`src/rtl/midi_note_parser.sv`:
```
// MIDI channel-voice parser: extracts note-on/note-off events from a MIDI byte
// stream, with running status, channel masking and real-time transparency.
module midi_note_parser #(
  parameter logic [15:0] CHANNEL_MASK = 16'h0001,
  parameter logic        VEL0_IS_OFF  = 1'b1
) (
  input  logic       clk_i,
  input  logic       rst_i,
  input  logic       byteValid_i,
  input  logic [7:0] byte_i,
  output logic [6:0] note_o,
  output logic [6:0] velocity_o,
  output logic [3:0] channel_o,
  output logic       noteOnStrb_o,
  output logic       noteOffStrb_o,
  output logic       orphanStrb_o
);

  typedef enum logic [1:0] {
    IDLE  = 2'd0,
    DATA1 = 2'd1,
    DATA2 = 2'd2
  } state_e;

  state_e     state_q, state_d;
  logic       rsValid_q, rsValid_d;
  logic       seenStatus_q, seenStatus_d;
  logic [3:0] cmd_q, cmd_d;
  logic [3:0] ch_q, ch_d;
  logic [6:0] noteLat_q, noteLat_d;
  logic [6:0] note_q, note_d;
  logic [6:0] vel_q, vel_d;
  logic [3:0] chOut_q, chOut_d;
  logic       onStrb_q, onStrb_d;
  logic       offStrb_q, offStrb_d;
  logic       orphan_q, orphan_d;

  always_ff @(posedge clk_i or posedge rst_i) begin
    if (rst_i) begin
      state_q      <= IDLE;
      rsValid_q    <= 1'b0;
      seenStatus_q <= 1'b0;
      cmd_q        <= '0;
      ch_q         <= '0;
      noteLat_q    <= '0;
      note_q       <= '0;
      vel_q        <= '0;
      chOut_q      <= '0;
      onStrb_q     <= 1'b0;
      offStrb_q    <= 1'b0;
      orphan_q     <= 1'b0;
    end else begin
      state_q      <= state_d;
      rsValid_q    <= rsValid_d;
      seenStatus_q <= seenStatus_d;
      cmd_q        <= cmd_d;
      ch_q         <= ch_d;
      noteLat_q    <= noteLat_d;
      note_q       <= note_d;
      vel_q        <= vel_d;
      chOut_q      <= chOut_d;
      onStrb_q     <= onStrb_d;
      offStrb_q    <= offStrb_d;
      orphan_q     <= orphan_d;
    end
  end

  always_comb begin
    state_d      = state_q;
    rsValid_d    = rsValid_q;
    seenStatus_d = seenStatus_q;
    cmd_d        = cmd_q;
    ch_d         = ch_q;
    noteLat_d    = noteLat_q;
    note_d       = note_q;
    vel_d        = vel_q;
    chOut_d      = chOut_q;
    onStrb_d     = 1'b0;
    offStrb_d    = 1'b0;
    orphan_d     = 1'b0;

    if (!(state_q inside {IDLE, DATA1, DATA2})) begin
      state_d   = IDLE;
      rsValid_d = 1'b0;
    end else if (byteValid_i) begin
      if (byte_i[7:3] == 5'b11111) begin
        // real-time bytes pass through without disturbing the message
      end else if (byte_i[7:4] == 4'hF) begin
        rsValid_d    = 1'b0;
        state_d      = IDLE;
        seenStatus_d = 1'b1;
      end else if (byte_i[7]) begin
        cmd_d        = byte_i[7:4];
        ch_d         = byte_i[3:0];
        seenStatus_d = 1'b1;
        if ((byte_i[7:4] == 4'h8 || byte_i[7:4] == 4'h9) && CHANNEL_MASK[byte_i[3:0]]) begin
          rsValid_d = 1'b1;
          state_d   = DATA1;
        end else begin
          rsValid_d = 1'b0;
          state_d   = IDLE;
        end
      end else begin
        case (state_q)
          IDLE: begin
            if (!rsValid_q && !seenStatus_q) orphan_d = 1'b1;
          end
          DATA1: begin
            noteLat_d = byte_i[6:0];
            state_d   = DATA2;
          end
          DATA2: begin
            note_d  = noteLat_q;
            vel_d   = byte_i[6:0];
            chOut_d = ch_q;
            if (cmd_q == 4'h8) offStrb_d = 1'b1;
            else if (byte_i[6:0] == '0 && VEL0_IS_OFF) offStrb_d = 1'b1;
            else onStrb_d = 1'b1;
            state_d = DATA1;
          end
          default: begin
            state_d   = IDLE;
            rsValid_d = 1'b0;
          end
        endcase
      end
    end
  end

  assign note_o        = note_q;
  assign velocity_o    = vel_q;
  assign channel_o     = chOut_q;
  assign noteOnStrb_o  = onStrb_q;
  assign noteOffStrb_o = offStrb_q;
  assign orphanStrb_o  = orphan_q;

endmodule

```
`config.mk`:
```
export PLATFORM = sky130hd
export DESIGN_NAME = midi_note_parser
export DESIGN_NICKNAME = d
export VERILOG_FILES = /design/src/rtl/midi_note_parser.sv
export SDC_FILE = /design/constraint.sdc
export NUM_CORES = 1
export LEC_CHECK = 0
export CORE_AREA = 2 2 61 63
export CTS_CLUSTER_SIZE = 20
export DETAILED_ROUTE_END_ITERATION = 6
export DIE_AREA = 0 0 63 65
export GPL_TIMING_DRIVEN = 0
export PLACE_DENSITY = 0.76
export SYNTH_ARGS = -nofsm -noshare
export SYNTH_HDL_FRONTEND = slang
export SYNTH_SLANG_ARGS = --single-unit
```
`constraint.sdc`:
```
create_clock -name clk_i -period 1.5 [get_ports clk_i]
set_input_delay 0.225 -clock clk_i [delete_from_list [all_inputs] [get_ports clk_i]]
set_output_delay 0.225 -clock clk_i [all_outputs]
set_load 0.01 [all_outputs]
```
==> results.json, run 1 <==
{
  "p_per_area_nw_per_um2": 967,
  "initial_utilization": 0.484,
  "final_cell_area_um2": 2160,
  "grt_pass1_vias": 1088,
  "critPathRequiredTime_ns": 1.27,
  "setup_violations": 0,
  "synth_seq_cells": 40,
  "cts_inserted_buffers": 5,
  "cts.sinks": 40,
  "cp.depth": 1,
  "rsz0062_at_grt": "false",
  "tightest_slew_ns": 0.786,
  "power.share.switching": 0.241,
  "ys_types": 28,
  "synthCells": 107,
  "ys_warn_count": 0,
  "combPwrFrac": 0.165,
  "cp_cell_sequence": "clkdlybuf4s50_1",
  "hold_path.class": "input pin to flop",
  "insertion_delay_ns": 0.34,
  "firstDrtPassIters": 4,
  "crit_buf_inv": 1,
  "hpwlAfterDp_um": 2110,
  "yosys.area_share.simple": 0.103,
  "antenna_left": 0,
  "synth_area_um2": 1690,
  "synth_mux_area_frac": 0.251,
  "power.total_uw": 2090,
  "end_kind": "output pin",
  "relSlewSlack": 0.476,
  "synth-adder-area-share": 0,
  "switching_power_uw": 503,
  "r2r.worst_path.cells": 4,
  "drcViolationCount": 0,
  "rows": 22,
  "avgSynthCellArea_um2": 15.8,
  "max_freq_ghz": 0.692,
  "regArea_um2": 1000,
  "drtIter0Drc": 30,
  "grt.overflow.total": 0,
  "setup_ws_ns": 0.0545,
  "synth_top_family_by_area": "multiplexers",
  "clk_pin_slew_ns": 0.10,
  "synthXorXnorAreaFrac": 0,
  "finalHoldViolations": 0,
  "rrSetupSlack_ns": 0.06,
  "critPathMaxStageDelay_ns": 0.53,
  "finalCriticalPeriod_ns": 1.45,
  "antenna_found_initial": 0,
  "outcome": "finished clean",
  "io_buffers": 30,
  "syn_nets": 118,
  "drive_above_1_share": 0.329,
  "io_pins": 32,
  "die_w_um": 63,
  "path_max_fanout": 2,
  "multi_input_area_um2": 653,
  "ys.flop_type": "dfrtp_1",
  "synth_edf_count": 0,
  "r2r-end": "noteLat_q[1]",
  "slowest_stage": "clkdlybuf4s50_1",
  "antennaDiodeCount": 0,
  "fin_crit_sh": 0.964,
  "fillerInstances": 287,
  "synth_compound_area_frac": 0.0325,
  "post-place-ws_ns": -0.308,
  "hold_ws_ns": 0.218,
  "wl_um": 3070,
  "grt_use_total": 0.168,
  "yosysSeqAreaShare": 0.592,
  "wire_per_inst_um": 15.8,
  "critical_path_class": "flop to output pin",
  "p_int_uw": 1580,
  "fin_skew_ns": 0.00943,
  "htreeDepth": 2,
  "clkPwrFrac": 0.234,
  "grt_pass1_wl_um": 5120,
  "crit_family": "buffers and inverters",
  "nNetsFinal": 157,
  "avgViaCountPerCell": 5.16,
  "cp-start-kind": "flop",
  "drv_cap": 0,
  "leakage_uw": 0.00126,
  "cp-startpoint": "velocity_o[6]",
  "p_seq_frac": 0.601,
  "die_y_um": 65,
  "endpoint": "velocity_o[6]",
  "critPathArrivalTime_ns": 1.22,
  "core_area_um2": 3500,
  "dpl-instance-area_um2": 2050,
  "async_flop_share": 1.00,
  "clock_path_buffers": 2,
  "r2r_start": "state_q[1]",
  "cts_tree": "done",
  "grt_max_degree": 41,
  "root_buffer": "clkbuf_4",
  "ir_drop_mv": 0.629,
  "vias": 1002,
  "gp_congestion": 0.727,
  "fp.dieArea_um2": 4100,
  "syn2layout_area_growth_pct": 27.5,
  "drv_slew": 0
}
==> how the worst min path moves through the flow <==
stage | start | endpoint | slack, ns | depth (start not counted)
2_1_floorplan | byte_i[2] | velocity_o[2] | 0.37 | 1
3_3_place_gp | seenStatus_q | seenStatus_q | 0.44 | 1
3_5_place_dp | seenStatus_q | seenStatus_q | 0.44 | 1
4_1_cts | byteValid_i | state_q[0] | 0.20 | 3
5_1_grt | byteValid_i | state_q[0] | 0.23 | 3
6_report | byteValid_i | state_q[0] | 0.22 | 3
==> synth_stat cells (all sizes together) (2+ instances only) <==
library cell	n	area (µm²)
nor2b	2	12.5
nor2	3	18.8
nand4	2	18.8
a21o	2	15.0
nand3	2	10.0
buf	3	30.0
nand2	2	7.51
inv	2	7.51
mux2	32	424
nand2b	3	18.8
dfrtp	40	1000
nand3b	2	15.0
==> power by group through the flow <==
stage / combinational [µW] / clock [µW] / sequential (µW)
4_1_cts: 357 / 509 / 1260
2_1_floorplan: 174 / 0 / 1290
3_3_place_gp: 350 / 0 / 1270
3_5_place_dp: 362 / 0 / 1280
5_1_grt: 372 / 562 / 1270
6_report: 344 / 488 / 1250
==> sequential cells by signal, summed over array words and instances, names as in the netlist <==
register and flops:
noteOffStrb_o 1, velocity_o 7, state_q 2, seenStatus_q 1, orphanStrb_o 1, noteLat_q 7
ch_q 4, rsValid_q 1, noteOnStrb_o 1, cmd_q 4, channel_o 4, note_o 7
==> worst min-delay path: stages <==
cell and delay [ns]:
buf_4 0.15, o2111ai_1 0.10, nand2_1 0.05
==> final cells by class <==
| type | count | share of cell area |
|---|---|---|
| flip-flops and latches | 40 | 0.464 |
| multi-input cells | 62 | 0.303 |
| repair buffers | 32 | 0.166 |
| well taps | 48 | 0.0278 |
| clock buffers | 6 | 0.0191 |
| plain buffers | 3 | 0.0139 |
| inverters | 2 | 0.00348 |
| clock inverters | 1 | 0.00232 |
==> routing by layer <==
layer | up-vias | global-route usage | routed length [µm] | part of all wire
met1 | 503 | 0.196 | 1260 | 0.41
met2 | 24 | 0.281 | 1610 | 0.53
met5 | - | 0 | 0 | 0
met4 | 0 | 0.100 | 70 | 0.023
met3 | 6 | 0.0434 | 129 | 0.042
li1 | 469 | - | - | -
==> kinds of logic after synthesis <==
logic type / after synthesis
AND/OR/NAND/NOR: 23
AO/OA/AOI/OAI: 7
multiplexers: 32
flip-flops: 40
buffers and inverters: 5
==> metrics by stage <==
stage | cells | util | TNS (ns)
4_1_cts | 192 | 0.599 | 0
3_3_place_gp | 185 | 0.587 | -21.63
5_1_grt | 194 | 0.617 | 0
2_1_floorplan | 107 | - | 0
6_report | 194 | 0.617 | 0
3_5_place_dp | 185 | 0.587 | -6.37
==> layout by cell type (no fill, tap or decap), types with 2 or more instances in the layout <==
cell and n:
mux2_4 17, dlygate4sd2_1 3, buf_4 2, nor2_1 2
nand3_1 2, buf_6 2, mux2_2 15, a21o_1 2
nand2b_1 3, nand2_1 2, dlymetal6s2s_1 14, nor2b_1 2
clkbuf_4 5, nand3b_1 2, dfrtp_1 40, clkdlybuf4s50_1 13
==> timing repair <==
action	CTS	global route
pin swaps	0	1
setup endpoints to repair	3	21
hold buffers	0	0
setup buffers	0	2
resized for setup	3	14
hold endpoints to repair	0	0
gates cloned	0	0
Note: power is estimated with default switching activity, not from simulation.
==> inputs of run 2 (changes only) <==
--- a/config.mk
+++ b/config.mk
@@ -9,7 +9,7 @@
 export CTS_CLUSTER_SIZE = 20
 export DETAILED_ROUTE_END_ITERATION = 6
 export DIE_AREA = 0 0 63 65
-export GPL_TIMING_DRIVEN = 0
+export GPL_TIMING_DRIVEN = 1
 export PLACE_DENSITY = 0.76
 export SYNTH_ARGS = -nofsm -noshare
 export SYNTH_HDL_FRONTEND = slang
==> run 2 against run 1 <==
Against the previous run:
- worst setup slack got worse by 0.0065 ns
- non-clock buffer count rose by 9
- flip-flop and latch count did not move
- clock power rose by 60%
- count of clock-buffer cells in the layout rose by 1
- sequential share of layout area fell by 2.9 points
- worst hold slack improved by 0.0094 ns
- cell count rose by 5.2%
- first-iteration DRC count fell by 17%
- sequential power barely moved
- maximum frequency fell by 0.45%
- clock skew fell by 0.0047 ns
==> results.json, run 2 (same netlist as run 1, synthesis figures left out) <==
{
  "drive_above_1_share": 0.365,
  "drv_slew": 0,
  "post-place-ws_ns": -0.199,
  "vias": 1051,
  "hold_path.class": "input pin to asynchronous set/reset pin",
  "drtIter0Drc": 25,
  "p_per_area_nw_per_um2": 1050,
  "mostFrequentLayoutCells": "dfrtp_1 (40), mux2_4 (17), dlymetal6s2s_1 (17), mux2_2 (15), clkdlybuf4s50_1 (12)",
  "rsz0062_at_grt": "false",
  "final_cell_area_um2": 2300,
  "r2r.worst_path.cells": 4,
  "outcome": "finished clean",
  "core_area_um2": 3500,
  "rows": 22,
  "grt_max_degree": 41,
  "root_buffer": "clkbuf_4",
  "antennaDiodeCount": 0,
  "crit_family": "buffers and inverters",
  "cts_inserted_buffers": 5,
  "fin_crit_sh": 0.968,
  "grt_pass1_vias": 1149,
  "initial_utilization": 0.484,
  "cts_tree": "done",
  "fp.dieArea_um2": 4100,
  "fillerInstances": 254,
  "crit_buf_inv": 1,
  "layout_commonest_cell": "dfrtp_1",
  "grt_use_total": 0.175,
  "rrSetupSlack_ns": 0.06,
  "antenna_left": 0,
  "critPathMaxStageDelay_ns": 0.54,
  "cts.sinks": 40,
  "path_max_fanout": 1,
  "avgViaCountPerCell": 5.15,
  "max_freq_ghz": 0.689,
  "nNetsFinal": 166,
  "io_pins": 32,
  "clock_path_buffers": 2,
  "slowest_stage": "clkdlybuf4s50_1",
  "syn2layout_area_growth_pct": 36.1,
  "gp_congestion": 0.761,
  "r2r-end": "noteLat_q[5]",
  "firstDrtPassIters": 4,
  "drcViolationCount": 0,
  "r2r_start": "state_q[1]",
  "end_kind": "output pin",
  "postCtsHoldBufs": 0,
  "die_w_um": 63,
  "drv_cap": 0,
  "grt.overflow.total": 0,
  "setup_violations": 0,
  "leakage_uw": 0.00139,
  "clk_pin_slew_ns": 0.11,
  "critPathRequiredTime_ns": 1.27,
  "grt_pass1_wl_um": 5400,
  "tightest_slew_ns": 0.277,
  "hpwlAfterDp_um": 2130,
  "cp-start-kind": "flop",
  "insertion_delay_ns": 0.34,
  "finalHoldViolations": 0,
  "wl_um": 3220,
  "finalCriticalPeriod_ns": 1.45,
  "cp_cell_sequence": "clkdlybuf4s50_1",
  "critical_path_class": "flop to output pin",
  "fin_skew_ns": 0.00475,
  "ir_drop_mv": 0.656,
  "relSlewSlack": 0.815,
  "regArea_um2": 1000,
  "io_buffers": 31,
  "setup_ws_ns": 0.0480,
  "dpl-instance-area_um2": 2140,
  "critPathArrivalTime_ns": 1.23,
  "die_y_um": 65,
  "wire_per_inst_um": 15.8,
  "htreeDepth": 2,
  "antenna_found_initial": 0,
  "multi_input_area_um2": 653
}
==> run 2: cell count changes in the layout (fill, tap and decap cells not counted), sizes merged <==
cell / before / now
buf: 5 / 13
clkbuf: 6 / 7
dlymetal6s2s: 14 / 17
dlygate4sd2: 3 / 2
clkdlybuf4s50: 13 / 12
clkinv: 1 / 0
bufinv: 0 / 1
==> run 2: per-stage QoR <==
step	power [µW]	setup TNS (ns)	hold WS (ns)	util	instances
floorplan	1460	0	0.374	-	107
global route	2520	0	0.239	0.659	204
CTS	2440	0	0.231	0.639	202
finish	2410	0	0.228	0.659	204
detailed placement	1660	-5.46	0.439	0.612	194
global placement	1640	-4.36	0.435	0.612	194
==> run 2: how the worst max path moves through the flow <==
stage,slack [ns],endpoint,cells after the start,from
2_1_floorplan,0.23,noteLat_q[0],3,state_q[1]
3_3_place_gp,-0.16,noteLat_q[2],4,byteValid_i
6_report,0.05,noteOffStrb_o,1,noteOffStrb_o
4_1_cts,0.004,note_o[1],1,note_o[1]
5_1_grt,0.006,noteOffStrb_o,1,noteOffStrb_o
3_5_place_dp,-0.20,noteLat_q[3],4,byteValid_i
==> run 2: report_power, final <==
part / internal (µW) / switching [µW]
Combinational: 236 / 135
Sequential: 1190 / 62.0
Clock: 442 / 339
Total: 1870 / 536
==> run 2: what timing repair did <==
item,4_1_cts,5_1_grt
gates resized for setup,2,17
setup endpoints to repair,2,24
endpoints found under the hold margin,0,0
pin swaps,0,1
buffers inserted,0,2
==> run 2: metal layers <==
layer / up-vias / share of wire / GRT usage
li1: 485 / - / -
met1: 525 / 0.44 / 0.212
met2: 36 / 0.51 / 0.291
met3: 5 / 0.035 / 0.0365
met4: 0 / 0.021 / 0.100
met5: - / 0 / 0
==> run 2: area by class of cell <==
class                           instances  share of cell area
Inverter                                2             0.00326
Multi-Input combinational cell         62               0.284
Tap cell                               48              0.0261
Sequential cell                        40               0.435
Timing Repair Buffer                   44               0.211
Clock inverter                          1              0.0130
Clock buffer                            7              0.0283
